===== src/rtl/jtbubl_main_comm_pkg.sv =====
// Shared register map, status/control bit positions and FIFO defaults for the
// main/sound communication window; also consumed by the sound-side block.
package jtbubl_main_comm_pkg;

  localparam int COMM_FIFO_AW = 2;

  localparam logic REG_DATA = 1'b0;
  localparam logic REG_CTRL = 1'b1;

  localparam int CTRL_INT_EN = 0;
  localparam int CTRL_FLUSH  = 1;

  localparam int STAT_OVF    = 7;
  localparam int STAT_PEND   = 6;
  localparam int STAT_FULL   = 5;
  localparam int STAT_INT_EN = 4;

  typedef enum logic [1:0] {
    ACC_NONE  = 2'd0,
    ACC_READ  = 2'd1,
    ACC_WRITE = 2'd2
  } acc_kind_e;

  function automatic logic [7:0] pack_status(input logic ovf, input logic pend,
                                             input logic full, input logic int_en,
                                             input logic [2:0] cnt);
    logic [7:0] s;
    s = 8'h00;
    s[STAT_OVF]    = ovf;
    s[STAT_PEND]   = pend;
    s[STAT_FULL]   = full;
    s[STAT_INT_EN] = int_en;
    s[2:0]         = cnt;
    return s;
  endfunction

endpackage


===== src/rtl/jtbubl_main_comm_fifo.sv =====
// Small reply FIFO (sound CPU -> main CPU) with flush; a push that coincides
// with a flush becomes the sole entry.
module jtbubl_comm_fifo
  import jtbubl_main_comm_pkg::*;
#(
  parameter int AW = COMM_FIFO_AW,
  parameter int DW = 8
) (
  input  logic          clk,
  input  logic          snd_rstn,
  input  logic          i_push,
  input  logic          i_pop,
  input  logic          i_flush,
  input  logic [DW-1:0] i_din,
  output logic [DW-1:0] o_dout,
  output logic [AW:0]   o_count,
  output logic          o_full,
  output logic          o_empty
);

  localparam int DEPTH = 1 << AW;

  logic [DW-1:0] r_mem [0:DEPTH-1];
  logic [AW-1:0] r_wr_ptr, r_rd_ptr;
  logic [AW:0]   r_count;
  logic          w_do_push, w_do_pop;
  logic [AW-1:0] w_waddr;

  assign o_full    = (r_count == (AW+1)'(DEPTH));
  assign o_empty   = (r_count == '0);
  assign o_count   = r_count;
  assign o_dout    = r_mem[r_rd_ptr];

  // A full FIFO still accepts a push when a slot frees up in the same cycle.
  assign w_do_push = i_push && (!o_full || i_pop || i_flush);
  assign w_do_pop  = i_pop && !o_empty && !i_flush;
  assign w_waddr   = i_flush ? '0 : r_wr_ptr;

  always_ff @(posedge clk) begin
    if (w_do_push) r_mem[w_waddr] <= i_din;
  end

  always_ff @(posedge clk or negedge snd_rstn) begin
    if (!snd_rstn) begin
      r_wr_ptr <= '0;
      r_rd_ptr <= '0;
      r_count  <= '0;
    end else if (i_flush) begin
      r_rd_ptr <= '0;
      r_wr_ptr <= AW'(w_do_push);
      r_count  <= (AW+1)'(w_do_push);
    end else begin
      if (w_do_push) r_wr_ptr <= r_wr_ptr + 1'b1;
      if (w_do_pop)  r_rd_ptr <= r_rd_ptr + 1'b1;
      case ({w_do_push, w_do_pop})
        2'b10:   r_count <= r_count + 1'b1;
        2'b01:   r_count <= r_count - 1'b1;
        default: r_count <= r_count;
      endcase
    end
  end

endmodule


===== src/rtl/jtbubl_main_comm.sv =====
// Main-CPU side of the sound communication window: command latch, control and
// status registers, and decoding of CPU accesses into single-shot actions.
module jtbubl_main_comm
  import jtbubl_main_comm_pkg::*;
#(
  parameter int FIFO_AW = COMM_FIFO_AW
) (
  input  logic       clk,
  input  logic       snd_rstn,
  input  logic       main_cs,
  input  logic       main_addr,
  input  logic       main_rd_n,
  input  logic       main_wr_n,
  input  logic [7:0] main_dout,
  output logic [7:0] comm_dout,
  output logic [7:0] snd_latch,
  output logic       snd_stb,
  input  logic       snd_flag,
  input  logic [7:0] main_latch,
  input  logic       main_stb,
  output logic       main_flag,
  output logic       main_int_n
);

  logic            r_active_prev, r_armed, r_stb_prev;
  logic            r_snd_stb, r_int_en, r_ovf;
  logic [7:0]      r_snd_latch, r_comm_dout;
  logic            w_active, w_start, w_stb_rise;
  acc_kind_e       w_kind;
  logic            w_wr_data, w_wr_ctrl, w_rd_data, w_rd_ctrl;
  logic            w_pop, w_flush, w_set_ovf;
  logic [7:0]      w_head;
  logic [FIFO_AW:0] w_count;
  logic [2:0]      w_cnt3;
  logic            w_full, w_empty;

  // r_armed stays low until the bus is seen idle, so an access still held
  // across reset release is never taken as a new one.
  assign w_active   = main_cs && (!main_rd_n || !main_wr_n);
  assign w_start    = w_active && !r_active_prev && r_armed;
  assign w_kind     = !w_start ? ACC_NONE : (!main_wr_n ? ACC_WRITE : ACC_READ);
  assign w_wr_data  = (w_kind == ACC_WRITE) && (main_addr == REG_DATA);
  assign w_wr_ctrl  = (w_kind == ACC_WRITE) && (main_addr == REG_CTRL);
  assign w_rd_data  = (w_kind == ACC_READ)  && (main_addr == REG_DATA);
  assign w_rd_ctrl  = (w_kind == ACC_READ)  && (main_addr == REG_CTRL);

  assign w_stb_rise = main_stb && !r_stb_prev;
  assign w_pop      = w_rd_data && !w_empty;
  assign w_flush    = w_wr_ctrl && main_dout[CTRL_FLUSH];
  assign w_set_ovf  = w_stb_rise && w_full && !w_pop && !w_flush;
  assign w_cnt3     = 3'(w_count);

  jtbubl_comm_fifo #(
    .AW (FIFO_AW),
    .DW (8)
  ) u_fifo (
    .clk      (clk),
    .snd_rstn (snd_rstn),
    .i_push   (w_stb_rise),
    .i_pop    (w_pop),
    .i_flush  (w_flush),
    .i_din    (main_latch),
    .o_dout   (w_head),
    .o_count  (w_count),
    .o_full   (w_full),
    .o_empty  (w_empty)
  );

  always_ff @(posedge clk or negedge snd_rstn) begin
    if (!snd_rstn) begin
      r_active_prev <= 1'b0;
      r_armed       <= 1'b0;
      r_stb_prev    <= 1'b0;
      r_snd_stb     <= 1'b0;
      r_snd_latch   <= 8'h00;
      r_int_en      <= 1'b0;
      r_ovf         <= 1'b0;
      r_comm_dout   <= 8'hFF;
    end else begin
      r_active_prev <= w_active;
      if (!w_active) r_armed <= 1'b1;
      r_stb_prev    <= main_stb;
      r_snd_stb     <= w_wr_data;
      if (w_wr_data) r_snd_latch <= main_dout;
      if (w_wr_ctrl) r_int_en <= main_dout[CTRL_INT_EN];
      if (w_rd_data) begin
        r_comm_dout <= w_empty ? 8'hFF : w_head;
      end else if (w_rd_ctrl) begin
        r_comm_dout <= pack_status(r_ovf, ~snd_flag, w_full, r_int_en, w_cnt3);
      end
      // A status read returns the old flag; a coincident overflow wins.
      if (w_set_ovf)      r_ovf <= 1'b1;
      else if (w_rd_ctrl) r_ovf <= 1'b0;
    end
  end

  assign comm_dout  = r_comm_dout;
  assign snd_latch  = r_snd_latch;
  assign snd_stb    = r_snd_stb;
  assign main_flag  = !w_empty;
  assign main_int_n = ~(r_int_en && !w_empty);

endmodule

===== config.mk =====
export PLATFORM = sky130hd
export DESIGN_NAME = jtbubl_main_comm
export DESIGN_NICKNAME = d
export VERILOG_FILES = /design/src/rtl/jtbubl_main_comm_pkg.sv /design/src/rtl/jtbubl_main_comm_fifo.sv /design/src/rtl/jtbubl_main_comm.sv
export SDC_FILE = /design/constraint.sdc
export NUM_CORES = 1
export LEC_CHECK = 0
export ABC_AREA = 1
export CAP_MARGIN = 20
export CORE_MARGIN = 1
export CORE_UTILIZATION = 45
export CTS_CLUSTER_SIZE = 28
export DETAILED_ROUTE_END_ITERATION = 8
export GPL_TIMING_DRIVEN = 0
export PLACE_DENSITY = 0.83
export RECOVER_POWER = 100
export SETUP_SLACK_MARGIN = 0.5
export SLEW_MARGIN = 20
export SYNTH_ARGS = -nofsm -noshare
export SYNTH_HDL_FRONTEND = slang
export SYNTH_SLANG_ARGS = --single-unit

===== constraint.sdc =====
create_clock -name clk -period 2 [get_ports clk]
set_input_delay 0.2 -clock clk [delete_from_list [all_inputs] [get_ports clk]]
set_output_delay 0.2 -clock clk [all_outputs]
set_load 0.005 [all_outputs]

## Word level (Yosys, flattened, before mapping)

Memory sizes are Yosys's and may differ from the RTL's.
Index checks and enable logic that the tools add are counted.

- Flip-flop bits (word level): 29
- Memory bits (writable): 32
- Logic and storage cells: 74
- Memories kept: 1

- $add $sub $neg: 4
- Equal/unequal tests: 5
- Muxes and demuxes: 16
- Bitwise gates (word level): 3
- Reduce and logical (&&, ||, !) cells: 34

Memories:

| name | depth | width | read ports | clocked after memory_dff | write ports | RTL line | text |
|---|---|---|---|---|---|---|---|
| u_fifo.r_mem | 4 | 8 | 1 | 0 | 1 | jtbubl_main_comm_fifo.sv:23 | `logic [DW-1:0] r_mem [0:DEPTH-1];` |

Operators with widths:

| cell | number |
|---|---|
| 8-bit 2-to-1 mux | 3 |
| 1-bit logical AND | 17 |
| 2-bit 2-to-1 mux | 7 |
| 1-bit logical NOT | 8 |
| 2-bit nonzero test | 4 |
| 3-bit case mux with 2 select lines | 1 |
| 2-bit by 1-bit adder with 2-bit output, second input constant | 2 |
| 2-bit by 1-bit equality test with 1-bit output, second input constant | 2 |
| 2-bit equality test, second input constant | 2 |
| 1-bit 2-to-1 mux | 4 |
| 3-bit by 1-bit adder with 3-bit output, second input constant | 1 |
| 3-bit equality test, second input constant | 1 |
| 3-bit logical NOT | 1 |
| 1-bit logical OR | 3 |
| 3-bit 2-to-1 mux | 1 |
| 1-bit inverter | 3 |
| 3-bit nonzero test | 1 |
| 3-bit by 1-bit subtractor with 3-bit output, second input constant | 1 |

## Longest topological paths before layout

- Depth in word-level cells: 15
- Mapped depth: 14
- Mapped depth without buffers: 14

## By module

From an unflattened synthesis, not the netlist that was laid out.

- Cells, all modules: 261
- Area, all modules: 2,717.6 um2

By module, submodules not included:

| module | times used | cells each | area an instance (um2) | seq. area each (um2) |
|---|---|---|---|---|
| jtbubl_comm_fifo | 1 | 136 | 1,679.1 | 1,136.1 |
| jtbubl_main_comm | 1 | 125 | 1,038.5 | 560.5 |

## Worst setup path after synthesis

Ideal clock, no wire load.

- Path kind: flip-flop to flip-flop
- Start: reg r_active_prev
- End: reg u_fifo.r_count[2] (netlist: u_fifo.o_count[2])
- Setup time: 0.125 ns
- Arrival: 1.999 ns
- Path slack: -0.124 ns
- Cell stages (with the launch flop): 15
- Cell sequence: dfrtp_1 > inv_1 > nand2_1 > nor2_4 > nand3_1 > nand2_2 > inv_1 > nand2_2 > nand2_2 > ha_1 > fa_1 > a21oi_1 > o21ai_0 > xor2_1 > nor2_1

- Cells in the longest elaborated chain, start to end: 13

Ends and longest elaborated chain:

| element | RTL line | text |
|---|---|---|
| start: declaration | jtbubl_main_comm.sv:25 | `logic r_active_prev, r_armed, r_stb_prev;` |
| start signal: assignment | jtbubl_main_comm.sv:80 | `r_active_prev <= w_active;` |
| 1-bit logical NOT (*) | jtbubl_main_comm.sv:40 | `assign w_start = w_active && !r_active_prev && r_armed;` |
| 1-bit logical AND (*) (2 in a row) | jtbubl_main_comm.sv:40 |  |
| 2-bit 2-to-1 mux (*) | jtbubl_main_comm.sv:41 | `assign w_kind = !w_start ? ACC_NONE : (!main_wr_n ? ACC_WRITE : ACC_READ);` |
| 2-bit by 1-bit equality test with 1-bit output | jtbubl_main_comm.sv:44 | `assign w_rd_data = (w_kind == ACC_READ) && (main_addr == REG_DATA);` |
| 1-bit logical AND | jtbubl_main_comm.sv:44 |  |
| 1-bit logical AND | jtbubl_main_comm.sv:48 | `assign w_pop = w_rd_data && !w_empty;` |
| 1-bit logical OR (2 in a row) | jtbubl_main_comm_fifo.sv:35 | `assign w_do_push = i_push && (!o_full \|\| i_pop \|\| i_flush);` |
| 1-bit logical AND | jtbubl_main_comm_fifo.sv:35 |  |
| 2-bit by 1-bit equality test with 1-bit output / 2-bit equality test (equally long branches) | jtbubl_main_comm_fifo.sv:55 | `case ({w_do_push, w_do_pop})` |
| 3-bit case mux with 2 select lines | jtbubl_main_comm_fifo.sv:55 |  |
| 3-bit 2-to-1 mux | jtbubl_main_comm_fifo.sv:48 | `end else if (i_flush) begin` |
| end signal: assignment | jtbubl_main_comm_fifo.sv:51 | `r_count <= (AW+1)'(w_do_push);` |
| end signal: assignment | jtbubl_main_comm_fifo.sv:56 | `2'b10: r_count <= r_count + 1'b1;` |
| end signal: assignment | jtbubl_main_comm_fifo.sv:57 | `2'b01: r_count <= r_count - 1'b1;` |
| end: declaration | jtbubl_main_comm_fifo.sv:25 | `logic [AW:0] r_count;` |

Mark *: on every way between the ends. The rest lies on a longest branch, timed or not.
A chain may end at the register's enable or synchronous reset.

## Worst setup path in the final report

- Start: reg r_active_prev
- End: reg u_fifo.r_count[0] (netlist: u_fifo.o_count[0])

Same word-level chain as after synthesis.

==> impl_metrics.toml <==
[timing]
drv_slew = 0
fin_setup_tns_ns = -1.569
hold_viol_final = 0
tightest_slew_ns = 0.6403
setup_viol = 13
final.setup_skew_ns = 0.01563
slew_headroom_pct = 57.31
worst_slack_ns = -0.2192
rsz0062_at_grt = "yes"
period_share_pct = 111.0
fin_crit_ns = 2.219
hold_slack_ns = 0.2246
fmax_mhz = 450.6

[clock_network]
tritoncts = "built"
clk_latency_ns = 0.35
htree_num_levels = 3
cts_buffers = 9
clock_path_buffers = 2
cts_sinks = 61
clk_pin_slew_worst_paths_ns = 0.07
root_buffer = "clkbuf_8"

[global_routing]
grt_start_max_net_pins = 30
track_usage_pct = 20.93
antenna_found_initial = 0
grt_overflow_total = 0
grt_pass1_wl_um = 9183
first_global_vias = 1969

[synth]
yosys.area.top_type_share_pct = 37.54
synth.avg_cell_area_sq_um = 10.53
syn_inst = 243
yosys_warnings = 0
synth.cell_area_sq_mm = 0.002560
synthDistinctLibCells = 25
synth_area_leaders = "edfxtp_1, dfrtp_1, nand2_1"
ys_seq_area_share_pct = 66.28
syn_nets = 269
synth-seq-cells = 61
yosysTopAreaCell = "edfxtp_1"

[status]
status = "complete, but fails checks"
violations = "setup timing"

[worst_setup_path]
crit_type = "register to register"
critPathArrivalTime_ns = 2.46
crit_required_ns = 2.24
start_kind = "register"
r2r_cells = 18
crit_path_start = "r_active_prev"
critPathCaptureType = "register"
critPathMaxFanout = 4
reg2reg_from = "r_active_prev"
r2r_setup_slack_ns = -0.22

[finish]
fin_nets = 353
n_antenna_cell = 0
final_layout_size_suffix_gt1_share_pct = 30.30
fillCellCount = 346
areaGrowthSynthToFinish_pct = 45.80

[floorplanning]
die_area_sq_mm = 0.005995
pin_count = 43
num_rows = 27
fp.dieW_um = 77.43
die_y_um = 77.43
core_area_sq_mm = 0.005507
start_util_pct = 46.49

[drt]
vias = 2221
routed_via_density = 5.525
drc = 0
dr.pass1.iters = 6
wire_per_inst_um = 18.08
wirelength_um = 7267
antenna_left = 0
drt_iter0_markers = 213

[worst_hold_path]
hold_start = "main_rd_n"
hold_path.class = "primary input to register"
hold_depth = 4

[power_and_ir_drop]
leakage_nw = 1.579
vdd_drop_max_mv = 0.4549
pwr_density_cell_mw_per_mm2 = 1161
power_mw = 4.335

[place]
place_congestion = 0.7684
dp_hpwl_um = 3536
io_buffers = 42

[job]
drv_cap = 0
==> cells in the final DEF, fill, tap and decap left out, types with 2 or more instances in the layout <==
cell type        count
inv_2                5
buf_6               20
inv_1               10
o21ai_0             27
a21oi_1              2
nor2_1              22
buf_4               14
buf_2                2
xor2_1               4
clkbuf_1             2
nand2_2              5
dlygate4sd3_1        9
nand3_4              3
clkdlybuf4s50_1     21
nand3_1              6
dfrtp_2              2
a21oi_2              3
dlygate4sd2_1        9
dfstp_2              8
edfxtp_1            32
nor2_4               7
o21ai_1              3
o22ai_1              7
dfrtp_1             19
nand2_4              4
nand2_1             54
clkbuf_8             9
clkinvlp_4           2
inv_4                3
==> sequential cells by signal, indices dropped and copies added, names as in the netlist <==
register	count
snd_stb	1
u_fifo.r_wr_ptr	2
u_fifo.o_count	3
r_armed	1
u_fifo.r_rd_ptr	2
r_int_en	1
r_stb_prev	1
comm_dout	8
r_ovf	1
r_active_prev	1
snd_latch	8
u_fifo.r_mem	32
==> final cells by class <==
cell class,count,area [sq um],share of cell area (%)
flip-flops and latches,61,1699,45.52
plain buffers,5,40.04,1.073
multi-input cells,157,925.9,24.81
clock buffers,11,131.4,3.520
well taps,72,90.09,2.414
clock inverters,3,38.79,1.039
inverters,20,90.09,2.414
repair buffers,73,716.9,19.21
==> worst paths after layout <==
path / endpoint
setup / recovery: u_fifo.o_count[0]
hold / removal: r_active_prev
setup reg to reg: u_fifo.o_count[0]
hold reg to reg: snd_latch[5]
max in group asynchronous: u_fifo.o_count[0]
min in group asynchronous: u_fifo.o_count[1]
==> cells by family after synthesis <==
| group | share of synthesized area (%) |
|---|---|
| buffers and inverters | 4.056 |
| AND/OR/NAND/NOR | 17.84 |
| flip-flops | 66.28 |
| XOR/XNOR | 1.368 |
| AO/OA/AOI/OAI | 8.749 |
| multiplexers | 0.4399 |
| adder cells (fa/ha/maj) | 1.271 |
==> critical path, cell delays in order (launching register included) <==
cell and delay (ns):
dfrtp_1 0.38, inv_1 0.07, nand2_2 0.06, nor2_4 0.17, buf_4 0.15, buf_6 0.09
buf_6 0.08, buf_6 0.08, buf_6 0.08, buf_6 0.08, buf_6 0.08, buf_6 0.08
buf_6 0.08, buf_6 0.10, nand3_4 0.08, nor2_4 0.17, buf_4 0.14, nand2_1 0.04
o21ai_0 0.11
==> stage by stage <==
step / util [%] / instances / setup WS (ns) / cell area, sq um
global placement: 56.37 / 357 / -0.6423 / 3104
floorplan: - / 243 / -0.02389 / 2594
CTS: 62.51 / 388 / -0.1346 / 3442
global route: 67.78 / 402 / -0.2968 / 3732
detailed placement: 56.28 / 357 / -0.6695 / 3099
finish: 67.78 / 402 / -0.2192 / 3732
==> report_power, final <==
part,leakage [nW],internal (mW),switching [mW],total (mW)
Sequential,0.631,1.61,0.164,1.77
Combinational,0.861,0.687,0.873,1.56
Clock,0.0867,0.556,0.450,1.01
==> cells in the mapped netlist <==
master and number:
nand4_2 1, o21ai_0 31, nor2_1 29, nand2_4 1
nand2_2 5, clkbuf_1 1, edfxtp_1 32, clkinv_1 1
nor2_4 1, ha_1 1, or2_2 1, mux2_2 1
nand4_1 1, nand3_1 10, dfrtp_1 21, fa_1 1
o22ai_1 7, inv_1 19, dfstp_2 8, buf_2 2
nor3_1 1, xor2_1 4, nand2_1 57, buf_4 2
a21oi_1 5
==> per-layer routing <==
layer | routed length (um) | track usage, %
met5 | 0 | 0
met4 | 294 | 13.40
met3 | 500 | 6.588
met2 | 3764 | 32.83
met1 | 2708 | 24.88
==> repair_timing <==
| item | CTS | global route |
|---|---|---|
| hold buffers | 1 | 0 |
| pin swaps | 6 | 14 |
| gates resized for setup | 24 | 62 |
| hold endpoints to repair | 21 | 0 |
| setup buffers | 16 | 13 |
| endpoints found under the setup margin | 49 | 60 |
| cloned | 0 | 1 |
(Power assumes the default switching activity.)
